File: src/rtl/fetch_sequencer.sv
// ---------------------------------------------------------------------------
// fetch_sequencer
//
// Purpose:
//   Owns the program counter and walks the word-addressed instruction memory.
//   Each fetched word is held in an output register and offered to decode
//   with a valid/ready handshake. The block handles decode backpressure,
//   branch/jump redirects (which flush the pending word), a halt opcode that
//   parks fetch until restart, and a sticky fault on misaligned targets.
//
// Ports:
//   clock            rising-edge system clock
//   reset_n          asynchronous active-low reset
//   mem_address      word address to instruction memory (pc[ADDR_WIDTH+1:2])
//   mem_instruction  word returned by memory for mem_address, same cycle
//   redirect_valid   branch/jump taken this cycle
//   redirect_pc      byte target PC of the redirect
//   out_valid        out_instruction/out_pc hold a fetched word
//   out_ready        decode accepts the word when out_valid & out_ready
//   out_instruction  fetched word
//   out_pc           byte PC of out_instruction
//   restart          leave HALT and resume fetching at the held pc
//   halted           high while in HALT
//   fault            high while in FAULT (cleared only by reset)
// ---------------------------------------------------------------------------
module fetch_sequencer #(
  parameter int          DATA_WIDTH  = 32,
  parameter int          ADDR_WIDTH  = 10,
  parameter logic [31:0] RESET_PC    = 32'h0000_0000,
  parameter logic [5:0]  HALT_OPCODE = 6'b111111
) (
  input  logic                  clock,
  input  logic                  reset_n,
  output logic [ADDR_WIDTH-1:0] mem_address,
  input  logic [DATA_WIDTH-1:0] mem_instruction,
  input  logic                  redirect_valid,
  input  logic [31:0]           redirect_pc,
  output logic                  out_valid,
  input  logic                  out_ready,
  output logic [DATA_WIDTH-1:0] out_instruction,
  output logic [31:0]           out_pc,
  input  logic                  restart,
  output logic                  halted,
  output logic                  fault
);

  typedef enum logic [1:0] {
    IDLE  = 2'd0,
    RUN   = 2'd1,
    HALT  = 2'd2,
    FAULT = 2'd3
  } state_t;

  state_t      state;
  logic [31:0] pc;
  logic        slot_free;
  logic        target_aligned;
  logic        halt_word;

  // Memory is addressed in words, so the two byte-offset bits are dropped.
  // Upper pc bits beyond the memory size are ignored, which makes fetch wrap.
  assign mem_address = pc[ADDR_WIDTH+1:2];

  // The output register can take a new word when it is empty or when decode
  // is draining it on this same edge.
  assign slot_free      = !out_valid || out_ready;
  assign target_aligned = (redirect_pc[1:0] == 2'b00);
  assign halt_word      = (mem_instruction[31:26] == HALT_OPCODE);

  // Single sequencing process: state, pc and the output register all move
  // together. Redirect is checked first in RUN and HALT because a taken
  // branch makes both the pending word and the current fetch stale. halted
  // and fault are written alongside every state change so they are plain
  // registered decodes of the state.
  always_ff @(posedge clock or negedge reset_n) begin
    if (!reset_n) begin
      state           <= IDLE;
      pc              <= RESET_PC;
      out_valid       <= 1'b0;
      out_instruction <= '0;
      out_pc          <= '0;
      halted          <= 1'b0;
      fault           <= 1'b0;
    end else begin
      case (state)
        IDLE: begin
          state <= RUN;
        end

        RUN: begin
          if (redirect_valid) begin
            out_valid <= 1'b0;
            if (target_aligned) begin
              pc <= redirect_pc;
            end else begin
              state <= FAULT;
              fault <= 1'b1;
            end
          end else if (slot_free) begin
            out_instruction <= mem_instruction;
            out_pc          <= pc;
            out_valid       <= 1'b1;
            pc              <= pc + 32'd4;
            // The halt word itself is still handed to decode.
            if (halt_word) begin
              state  <= HALT;
              halted <= 1'b1;
            end
          end
        end

        HALT: begin
          if (redirect_valid) begin
            out_valid <= 1'b0;
            halted    <= 1'b0;
            if (target_aligned) begin
              pc    <= redirect_pc;
              state <= RUN;
            end else begin
              state <= FAULT;
              fault <= 1'b1;
            end
          end else begin
            // No new captures here, but a word already offered must still
            // complete its handshake.
            if (out_valid && out_ready) begin
              out_valid <= 1'b0;
            end
            if (restart) begin
              state  <= RUN;
              halted <= 1'b0;
            end
          end
        end

        FAULT: begin
          // Everything is frozen until reset.
          out_valid <= 1'b0;
        end

        default: begin
          state <= IDLE;
        end
      endcase
    end
  end

endmodule

File: config.mk
export PLATFORM = sky130hd
export DESIGN_NAME = fetch_sequencer
export DESIGN_NICKNAME = d
export VERILOG_FILES = /design/src/rtl/fetch_sequencer.sv
export SDC_FILE = /design/constraint.sdc
export NUM_CORES = 1
export LEC_CHECK = 0
export CAP_MARGIN = 30
export CORE_ASPECT_RATIO = 1.5
export CORE_MARGIN = 2
export CORE_UTILIZATION = 43
export DETAILED_ROUTE_END_ITERATION = 8
export HOLD_SLACK_MARGIN = 0.03
export PLACE_DENSITY = 0.77
export RECOVER_POWER = 25
export SYNTH_ARGS = -nofsm -noshare
export SYNTH_HDL_FRONTEND = slang
export SYNTH_SLANG_ARGS = --single-unit
export TNS_END_PERCENT = 20
File: constraint.sdc
create_clock -name clock -period 2.05 [get_ports clock]
set_input_delay 0.5125 -clock clock [delete_from_list [all_inputs] [get_ports clock]]
set_output_delay 0.5125 -clock clock [all_outputs]
set_load 0.01 [all_outputs]
==> out/results.tsv <==
stage	metric	value	unit
detailed_routing	vias per inst	5.62	
logic_synthesis	Primary FF master, synth	dfrtp_1	
detailed_routing	Initial DRC Count	318	
global_route	remaining global-route overflow	0	
timing	relative slew slack	39.8	%
global_route	initial antenna violation count	0	
hold_path	HP Class	in2async	
finish	Fill cells	912	
critical_path	CP Class	reg2reg	
critical_path	critical path data required time	2290	ps
clock_network	clk_lat worst skew	350	ps
logic_synthesis	post-synth cell types	58	
floorplanning	core area	10900	um2
global_route	pin count of the biggest net entering global routing	36	
clock_network	Clock transition at path regs	70	ps
floorplanning	Rows	47	
detailed_routing	Pre-antenna DRT Iters	5	
critical_path	CP startpoint	state[0]	
critical_path	R2R setup slack	80	ps
clock_network	CTS tree	yes	
floorplanning	# IOs	146	
clock_network	H-tree depth	3	
finish	# diodes	0	
global_route	vias in the first global route	4462	
logic_synthesis	post-synthesis sequential area ratio	52.7	%
timing	minimum clock period	1970	ps
critical_path	CP arrival	2200	ps
detailed_routing	drt drc	0	
floorplanning	Initial Util	43.9	%
critical_path	Critical Path, Cell by Cell	inv_1 -> ha_4 -> mux2_2 -> o221ai_2 -> buf_4 -> nor2_1 -> a311oi_1 -> nor3_1	
floorplanning	Die Height	133	um
detailed_routing	Via Count	4240	
critical_path	CP top delay family	compound AO/OA/AOI/OAI gates	
clock_network	Hold Buf Count CTS	0	
critical_path	worst-path fanout max	5	
place	placed insts	739	
timing	skew final	9.84	ps
logic_synthesis	Net Count, Synth	493	
logic_synthesis	syn avg cell area	11.5	um2
clock_network	Clock Tree Root	clkbuf_16	
critical_path	CP peak stage delay	390	ps
floorplanning	die area	12000	um2
logic_synthesis	Synth Cell Area	4800	um2
timing	max-slew violation count	0	
power	pwr dens	1470	nW/um2
critical_path	Buffers & Inverters on Critical Path	2	
detailed_routing	Final ANT Viol Nets	0	
logic_synthesis	asr flop ratio synth	100	%
critical_path	slowest stage cell, crit path	dfrtp_1	
place	hpwl dp	10.5	mm
floorplanning	die width	90.3	um
flow_run	MaxCap Viol Count	0	
timing	Tcrit/Tclk final	96.0	%
global_route	GRT Total Usage	23.8	%
clock_network	Sink Count	101	
finish	Non-Filler Instances	755	
power	Leak	2.89	nW
critical_path	Reg-to-Reg Start	state[0]	
run_status	status	finished clean	
logic_synthesis	Synth warnings	0	
place	RePlAce Congestion	0.912	
finish	Syn-to-layout area delta	47.2	%
logic_synthesis	post-synthesis register bit count	101	
detailed_routing	routed wire length	13.8	mm
critical_path	Worst setup SP type	register	
clock_network	CTS Buffer Depth	2	
timing	measured slew at the worst slew-check pin	904	ps
power	maximum vdd ir drop	0.837	mV
timing	RSZ-0062 raised after global routing	true	
timing	final setup violating endpoints	0	
timing	WHS	287	ps
critical_path	Setup crit end kind	register	
place	# port buffers	145	
global_route	first-pass GRT wire length	22.6	mm
logic_synthesis	Synth Instances	419	
finish	layout cell share with drive strength beyond 1	19.7	%
clock_network	cts bufs inserted	9	
timing	Final Hold Viols	0	
finish	Layout Nets	677	
logic_synthesis	Post-synth EDFFs	0	
detailed_routing	wire per inst	18.3	um
timing	Max Clk Rate	0.508	GHz
power breakdown:
part | total [mW] | leakage [nW] | internal, mW | switching, mW
Clock | 1.63 | 0.135 | 0.863 | 0.763
Combinational | 5.15 | 1.58 | 2.87 | 2.28
Sequential | 3.60 | 1.17 | 2.92 | 0.682
final timing paths:
check / endpoint / cells after the start
max in group asynchronous: pc[28] / 2
min in group clock: out_pc[7] / 1
min: out_instruction[2] / 1
max: pc[26] / 8
min reg2reg: out_pc[7] / 1
max reg2reg: pc[26] / 8
routing by layer:
layer | track usage [%] | wire length (um)
met3 | 5.83 | 826
met1 | 27.8 | 5270
met5 | 0 | 0
met4 | 10.6 | 422
met2 | 41.4 | 7300
registers in the layout, indices dropped and copies added, names as in the netlist:
| name | cells |
|---|---|
| out_pc | 32 |
| pc | 32 |
| halted | 1 |
| fault | 1 |
| out_instruction | 32 |
| out_valid | 1 |
| state | 2 |
what timing repair did:
item                                   CTS  global route
gates resized for setup                  2             9
endpoints found under the hold margin    0             0
setup endpoints to repair                4            22
setup buffers                            0             0
per-stage QoR:
step	setup TNS, ps	worst slack, ps	util, %	instance area (um2)	total power [mW]
2_1_floorplan	0	85.0	-	4800	6.03
3_3_place_gp	-13270	-334	61.9	6770	8.53
3_5_place_dp	-17250	-363	61.9	6770	8.74
4_1_cts	0	29.6	64.6	7060	10.4
5_1_grt	-12.3	-12.3	64.6	7070	11.0
6_report	0	82.9	64.6	7070	10.4
final cells by class:
cell class,instances,area (um2),area share [%]
Sequential cell,101,2530,35.8
Multi-Input combinational cell,282,2140,30.3
Clock buffer,10,239,3.38
Timing Repair Buffer,203,1900,26.9
Tap cell,147,184,2.60
Inverter,6,22.5,0.319
Clock inverter,6,46.3,0.655
cell usage after synthesis, types with 3 or more instances:
cell type,n,area share [%]
and4_1,4,0.73
nand2_1,22,1.7
and2_1,6,0.78
nand3_1,13,1.4
and3_1,4,0.52
buf_2,7,0.73
clkbuf_1,11,0.86
mux2i_1,3,0.63
o21ai_0,5,0.52
nand4_1,10,1.3
mux2_1,40,9.4
inv_1,6,0.47
buf_4,10,1.6
o32ai_1,4,0.73
o21a_1,3,0.47
a211oi_1,7,1.1
a311oi_1,3,0.55
ha_1,5,1.3
dfrtp_1,101,53
a31oi_1,9,1.2
o22ai_1,8,1.0
a21oi_1,26,2.7
a2bb2oi_1,4,0.73
nor3_1,8,0.83
nor4_1,3,0.39
mux2_2,26,6.1
nor2_1,28,2.2
placed cells by master (no fill, tap or decap), drive strengths merged, types with 3 or more instances in the layout:
cell type,n
and4,4
o21ai,7
inv,7
clkinv,3
a21oi,27
a31oi,9
a2bb2oi,4
a311oi,3
nand3,13
mux2i,3
o22ai,8
mux2,66
o21a,3
nand2,22
nor4,5
buf,56
clkbuf,13
a211oi,8
and2,6
nor2,28
nand4,11
o32ai,4
clkdlybuf4s50,143
or2,3
and3,4
nor3,8
ha,5
dfrtp,101
kinds of logic after synthesis:
logic type	Yosys count	share of synthesized area, %
flip-flops	101	52.7
AO/OA/AOI/OAI	94	13.6
adder cells (fa/ha/maj)	5	1.30
buffers and inverters	36	3.78
AND/OR/NAND/NOR	114	12.6
multiplexers	69	16.1
(Power assumes the default switching activity.)
